File: src/rtl/ps2_keymap_decoder.sv
// PS/2 keyboard receiver and key-map decoder.
// Receives device-to-host PS/2 frames, validates start/parity/stop, aborts
// stalled frames, handles E0/F0 prefixes and maintains a per-key held bitmap
// against a parameter-programmable scan-code map.
//
// Ports:
//   clk          system clock
//   rst          synchronous reset, active-high
//   PS2C, PS2D   asynchronous PS/2 clock and data lines
//   key_state    bit i high while key i is held
//   key_press    one-cycle pulse when key_state[i] rises
//   key_release  one-cycle pulse when key_state[i] falls
//   code_valid   one-cycle pulse for every decoded non-prefix byte
//   code         scan code, qualified by code_valid
//   code_break   F0 prefix preceded code
//   code_ext     E0 prefix preceded code
//   frame_err    one-cycle pulse on parity, stop or timeout error
//
// Receiver states:
//   state    | meaning
//   S_IDLE   | waiting for a start bit (0)
//   S_DATA   | shifting 8 data bits, LSB first
//   S_PARITY | sampling the odd-parity bit
//   S_STOP   | sampling the stop bit, accepting or rejecting the byte
module ps2_keymap_decoder #(
    parameter int CLK_DIV     = 4,
    parameter int FILTER_LEN  = 8,
    parameter int TIMEOUT_CYC = 200000,
    parameter int NUM_KEYS    = 21,
    parameter logic [NUM_KEYS*8-1:0] KEYMAP = 168'h3A31322A21221A3B33342B231B1C3C352C2D241D15
) (
    input  logic                clk,
    input  logic                rst,
    input  logic                PS2C,
    input  logic                PS2D,
    output logic [NUM_KEYS-1:0] key_state,
    output logic [NUM_KEYS-1:0] key_press,
    output logic [NUM_KEYS-1:0] key_release,
    output logic                code_valid,
    output logic [7:0]          code,
    output logic                code_break,
    output logic                code_ext,
    output logic                frame_err
);

    localparam int DW = (CLK_DIV > 1) ? $clog2(CLK_DIV) : 1;
    localparam int FW = $clog2(FILTER_LEN);
    localparam int TW = (TIMEOUT_CYC > 1) ? $clog2(TIMEOUT_CYC) : 1;

    typedef enum logic [1:0] {S_IDLE, S_DATA, S_PARITY, S_STOP} state_t;

    // Line index 0 = PS2C, 1 = PS2D throughout.
    logic [1:0]    sync_a, sync_b, filt;
    logic [FW-1:0] fcnt [2];
    logic          filt_c_d;
    logic [DW-1:0] div_cnt;
    logic          tick;
    logic          bit_evt, bit_val;

    state_t        state, state_nxt;
    logic [2:0]    bit_cnt;
    logic [7:0]    shreg;
    logic          par_ok;
    logic [TW-1:0] to_cnt;
    logic          timeout, accept, frame_bad;
    logic          brk, ext;

    always_ff @(posedge clk) begin
        if (rst) begin
            sync_a <= 2'b11;
            sync_b <= 2'b11;
        end else begin
            sync_a <= {PS2D, PS2C};
            sync_b <= sync_a;
        end
    end

    assign tick = (div_cnt == '0);

    always_ff @(posedge clk) begin
        if (rst)       div_cnt <= '0;
        else if (tick) div_cnt <= DW'(CLK_DIV - 1);
        else           div_cnt <= div_cnt - 1'b1;
    end

    // fcnt counts consecutive samples that disagree with the filtered level;
    // the FILTER_LEN-th disagreeing sample flips the level.
    always_ff @(posedge clk) begin
        if (rst) begin
            filt    <= 2'b11;
            fcnt[0] <= '0;
            fcnt[1] <= '0;
        end else if (tick) begin
            for (int j = 0; j < 2; j++) begin
                if (sync_b[j] == filt[j]) begin
                    fcnt[j] <= '0;
                end else if (fcnt[j] == FW'(FILTER_LEN - 1)) begin
                    filt[j] <= sync_b[j];
                    fcnt[j] <= '0;
                end else begin
                    fcnt[j] <= fcnt[j] + 1'b1;
                end
            end
        end
    end

    always_ff @(posedge clk) begin
        if (rst) filt_c_d <= 1'b1;
        else     filt_c_d <= filt[0];
    end

    assign bit_evt = filt_c_d & ~filt[0];
    assign bit_val = filt[1];

    always_ff @(posedge clk) begin
        if (rst) state <= S_IDLE;
        else     state <= state_nxt;
    end

    always_comb begin
        state_nxt = state;
        accept    = 1'b0;
        frame_bad = 1'b0;
        timeout   = (state != S_IDLE) && !bit_evt && (to_cnt == '0);
        if (timeout) begin
            state_nxt = S_IDLE;
        end else if (bit_evt) begin
            case (state)
                S_IDLE:   if (!bit_val) state_nxt = S_DATA;
                S_DATA:   if (bit_cnt == 3'd7) state_nxt = S_PARITY;
                S_PARITY: state_nxt = S_STOP;
                S_STOP: begin
                    state_nxt = S_IDLE;
                    if (bit_val && par_ok) accept    = 1'b1;
                    else                   frame_bad = 1'b1;
                end
                default:  state_nxt = S_IDLE;
            endcase
        end
    end

    always_ff @(posedge clk) begin
        if (rst) begin
            bit_cnt <= '0;
            shreg   <= '0;
            par_ok  <= 1'b0;
        end else if (bit_evt) begin
            case (state)
                S_IDLE:   bit_cnt <= '0;
                S_DATA: begin
                    shreg   <= {bit_val, shreg[7:1]};
                    bit_cnt <= bit_cnt + 1'b1;
                end
                S_PARITY: par_ok <= ^{shreg, bit_val};
                default:  ;
            endcase
        end
    end

    // Reloaded on every bit event and while idle, so it only expires
    // TIMEOUT_CYC cycles after the last bit of an unfinished frame.
    always_ff @(posedge clk) begin
        if (rst)                              to_cnt <= '0;
        else if (bit_evt || state == S_IDLE)  to_cnt <= TW'(TIMEOUT_CYC - 1);
        else if (to_cnt != '0)                to_cnt <= to_cnt - 1'b1;
    end

    always_ff @(posedge clk) begin
        if (rst) begin
            key_state   <= '0;
            key_press   <= '0;
            key_release <= '0;
            code_valid  <= 1'b0;
            code        <= '0;
            code_break  <= 1'b0;
            code_ext    <= 1'b0;
            frame_err   <= 1'b0;
            brk         <= 1'b0;
            ext         <= 1'b0;
        end else begin
            key_press   <= '0;
            key_release <= '0;
            code_valid  <= 1'b0;
            frame_err   <= 1'b0;
            if (timeout || frame_bad) begin
                frame_err <= 1'b1;
                brk       <= 1'b0;
                ext       <= 1'b0;
            end else if (accept) begin
                if (shreg == 8'hE0) begin
                    ext <= 1'b1;
                end else if (shreg == 8'hF0) begin
                    brk <= 1'b1;
                end else begin
                    code_valid <= 1'b1;
                    code       <= shreg;
                    code_break <= brk;
                    code_ext   <= ext;
                    brk        <= 1'b0;
                    ext        <= 1'b0;
                    if (shreg == 8'h00 || shreg == 8'hFF) begin
                        // Keyboard overrun: release everything at once.
                        key_state   <= '0;
                        key_release <= key_state;
                    end else if (!ext) begin
                        // Duplicate map entries all follow the same code.
                        for (int i = 0; i < NUM_KEYS; i++) begin
                            if (KEYMAP[8*i +: 8] == shreg) begin
                                if (brk) begin
                                    key_state[i]   <= 1'b0;
                                    key_release[i] <= key_state[i];
                                end else begin
                                    key_state[i] <= 1'b1;
                                    key_press[i] <= ~key_state[i];
                                end
                            end
                        end
                    end
                end
            end
        end
    end

endmodule

File: config.mk
export PLATFORM = sky130hd
export DESIGN_NAME = ps2_keymap_decoder
export DESIGN_NICKNAME = d
export VERILOG_FILES = /design/src/rtl/ps2_keymap_decoder.sv
export SDC_FILE = /design/constraint.sdc
export NUM_CORES = 1
export LEC_CHECK = 0
export CAP_MARGIN = 20
export CELL_PAD_IN_SITES_DETAIL_PLACEMENT = 1
export CELL_PAD_IN_SITES_GLOBAL_PLACEMENT = 1
export CORE_UTILIZATION = 44
export CTS_BUF_LIST = sky130_fd_sc_hd__clkbuf_16
export DETAILED_ROUTE_END_ITERATION = 10
export PLACE_DENSITY_LB_ADDON = 0.15
export SYNTH_ARGS = -nofsm -noshare
export SYNTH_HDL_FRONTEND = slang
export SYNTH_SLANG_ARGS = --single-unit
File: constraint.sdc
create_clock -name clk -period 4.07 [get_ports clk]
set_input_delay 0.814 -clock clk [delete_from_list [all_inputs] [get_ports clk]]
set_output_delay 0.814 -clock clk [all_outputs]
set_load 0.01 [all_outputs]
==> flow_summary_export.csv <==
group,metric,value,unit
synthesis,yosysWarningCount,0,
synthesis,average_footprint_of_a_synthesized_cell,9.03,sq um
floorplanning,row_count,39,
floorplanning,floorplan.die_area,0.0123,sq mm
cts,clk_transition_reported_paths,0.05,ns
floorplanning,die_h,111,microns
layout,total_number_of_nets_in_the_final_design,664,
setup_path,required,4.32,ns
timing,timing_max_transition_violations_final,0,
status,violated_checks,"design-rule violations",
cts,insertion_delay,0.42,ns
detailed_routing,routed-via-count,4533,
synthesis,mappedNetlistArea,0.00523,sq mm
synthesis,synth_seq_cells,124,
floorplanning,dieWidth,111,microns
grt,grt_overflow,0,
timing,holdWs,0.412,ns
setup_path,critPathSlowestCell,"sky130_fd_sc_hd__or4_1",
layout,final_core_utilization,57.2,%
power,power.leakage,2.31,nW
timing,slew_headroom,39.7,%
timing,final-setup-viol-count,0,
layout,post_route_cells_drive_above_1_share,7.12,%
placed_design,io_buffer_count,78,
setup_path,startpoint_type,"register",
synthesis,synth.top_cell.area_share,45.2,%
floorplanning,placeableCoreArea,0.0115,sq mm
setup_path,cp.depth,6,
detailed_routing,drt-initial-drc-count,194,
cts,cts-root-to-sink-buffers,2,
setup_path,reg2reg_slack,1.39,ns
detailed_routing,detail_route.wirelength,14.5,mm
synthesis,yosys.area.top_type,"sky130_fd_sc_hd__dfxtp_1",
cts,clock_buffer_count_from_cts,17,
min_path,hold_path_end,"sync_b[0]",
synthesis,ys_seq_area_share,48.6,%
timing,max_clock_freq,373,MHz
setup_path,reg2regPathDepth,6,
setup_path,cp_slowest_stage_delay,0.64,ns
synthesis,synth_cells,579,
detailed_routing,total_drc_errors_in_the_routed_layout,22,
status,run_status,"finished, violations left",
setup_path,timing.critical_path.to_type,"register",
cts,clock_tree.root_cell,"sky130_fd_sc_hd__clkbuf_16",
cts,cts-htree-levels,4,
floorplanning,start_util,45.4,%
synthesis,synth-main-ff-cell,"sky130_fd_sc_hd__dfxtp_1",
power,peakVddDrop,0.000203,V
setup_path,critical_path.top_delay_family,"simple AND/OR/NAND/NOR gates",
placed_design,dp.cells,771,
cts,post_cts_buffers,0,
timing,clock-skew-final,0.00631,ns
grt,largest_net_degree_at_the_start_of_global_routing,41,
floorplanning,boundaryPins,79,
placed_design,hpwlAfterDp,9.63,mm
placed_design,finalWeightedCongestion,0.789,
cts,cts_tree,"done",
power,report.power.total,2.69,mW
setup_path,timing.critical_path.buf_inv,1,
setup_path,critical_path_class,"register to register",
job,max_cap_viol_count,0,
synthesis,synth_area_leaders,"sky130_fd_sc_hd__dfxtp_1, sky130_fd_sc_hd__nand2_1, sky130_fd_sc_hd__a21oi_1, sky130_fd_sc_hd__mux2i_1, sky130_fd_sc_hd__nor3_1",
detailed_routing,routed_wire_length_per_instance,18.1,microns
layout,layout-area-overhead-vs-synth,26.0,%
timing,timing.final.crit_share,65.8,%
cts,clock-sinks,124,
setup_path,crit_start,"shreg[0]",
detailed_routing,antenna_violating_nets_left,0,
detailed_routing,drtPass1Iterations,7,
setup_path,worstReg2RegEnd,"key_state[11]",
grt,antenna_found_initial,0,
synthesis,number_of_synthesized_flops_with_an_enable_pin,6,
grt,grt_first_pass_wirelength,23.9,mm
cts,cts.repair.resized,0,
layout,instances_no_fill,803,
setup_path,crit_path_max_fanout,23,
detailed_routing,vias_per_cell,5.65,
grt,first_global_vias,4699,
power,pwr_density_cell,408,mW/mm^2
cts,cts_hold_buffers,0,
timing,hold_viol_final,0,
min_path,holdCritStartpoint,"sync_a[0]",
synthesis,asyncSetResetFlopFracSynth,0,%
min_path,min_delay_path_depth,1,
timing,tightest_slew,0.903,ns
min_path,timing.hold.worst.class,"register to register",
layout,antenna-diode-count,0,
synthesis,mappedNetlistNets,596,
timing,time_the_final_worst_path_needs_with_i_o_delays_and_setup,2.68,ns
grt,groute.usage.overall,25.0,%
synthesis,number_of_distinct_standard_cells_referenced_by_the_synthesized_netlist,49,
setup_path,worstReg2RegStart,"shreg[0]",
timing,rsz_0062_raised_after_global_routing,"no",
setup_path,crit_chain,"or4_1 -> nor3b_1 -> nor2_1 -> buf_4 -> nand2_1 -> mux2i_1",
timing,setup-tns-final,0,ns
setup_path,arrival,2.93,ns
-- power breakdown --
part	switching, mW	leakage [nW]	internal, mW	total [mW]
clock network	0.523	0.273	0.849	1.37
registers	0.0110	1.02	1.24	1.25
logic	0.0385	1.01	0.0253	0.0638
total	0.573	2.31	2.12	2.69
-- per-layer routing --
layer	track usage (%)	wire length [microns]	vias to the layer above
li1	-	-	2160
met2	43.7	7400	102
met4	12.8	413	0
met1	28.6	6180	2233
met5	0	0	-
met3	5.52	522	38
-- layout make-up --
class	instances	area (sq um)
fillers	1329	4930
flip-flops and latches	124	2540
multi-input cells	411	2480
repair buffers	84	821
clock buffers	18	450
well taps	143	179
clock inverters	14	83.8
inverters	9	33.8
-- flip-flops by register name, summed over array words and instances, names as in the netlist, 3 cells and up --
register,count
code,8
key_press,21
key_release,21
shreg,8
bit_cnt,3
to_cnt,18
key_state,21
fcnt,6
-- kinds of logic after synthesis --
kind of cell	count (synthesis)	share of synthesized area, %
muxes	22	4.21
adders and majority gates	13	3.11
buffers and inverters	44	3.97
and+or+nand+nor	261	24.8
AOI/OAI and AO/OA	93	11.3
xor gates and xnor gates	22	3.95
DFF	124	48.6
-- worst max path at each step --
stage	endpoint	slack [ns]
after global placement	key_release[0]	1.35
after floorplan	to_cnt[3]	2.18
after global routing	key_state[2]	1.18
final	key_state[11]	1.39
after detailed placement	key_state[11]	1.44
after CTS	key_state[11]	1.39
-- stage by stage --
stage	area (sq um)	setup WS (ns)
4_1_cts	6590	1.39
5_1_grt	6590	1.18
6_report	6590	1.39
2_1_floorplan	5230	2.18
3_3_place_gp	6040	1.35
3_5_place_dp	6050	1.44
-- synth_stat cells (all sizes together), types with 2 or more instances --
cell,instances
mux2i,22
a21boi,2
nor3,40
o41ai,20
nor4,9
and3,7
a22oi,2
nor2b,5
a21oi,49
clkbuf,20
edfxtp,6
and2,8
nand2,84
ha,13
or2,8
xor2,3
nand3b,3
nand2b,25
o211ai,3
buf,15
dfxtp,118
o21ai,5
or3,4
nor2,44
a31oi,3
nand3,16
inv,9
a311o,2
o31ai,4
or4,4
xnor2,18
-- cell usage in the layout, fill, tap and decap left out, types with 4 or more instances in the layout --
master                            count
sky130_fd_sc_hd__inv_1               11
sky130_fd_sc_hd__o21ai_0              4
sky130_fd_sc_hd__a21oi_1             49
sky130_fd_sc_hd__clkinv_2             4
sky130_fd_sc_hd__nor2b_1              5
sky130_fd_sc_hd__o31ai_1              4
sky130_fd_sc_hd__clkdlybuf4s50_1     77
sky130_fd_sc_hd__dfxtp_1            118
sky130_fd_sc_hd__clkbuf_16           18
sky130_fd_sc_hd__buf_4                6
sky130_fd_sc_hd__or2_2                7
sky130_fd_sc_hd__nor2_1              43
sky130_fd_sc_hd__clkinv_1             7
sky130_fd_sc_hd__xnor2_1             18
sky130_fd_sc_hd__nor4_1               9
sky130_fd_sc_hd__nand2_1             84
sky130_fd_sc_hd__nor3_1              37
sky130_fd_sc_hd__and2_1               8
sky130_fd_sc_hd__o41ai_1             20
sky130_fd_sc_hd__nand3_1             16
sky130_fd_sc_hd__nand2b_1            25
sky130_fd_sc_hd__ha_1                13
sky130_fd_sc_hd__mux2i_1             22
sky130_fd_sc_hd__edfxtp_1             6
sky130_fd_sc_hd__and3_1               7
Power figures use the tool's default switching activity.
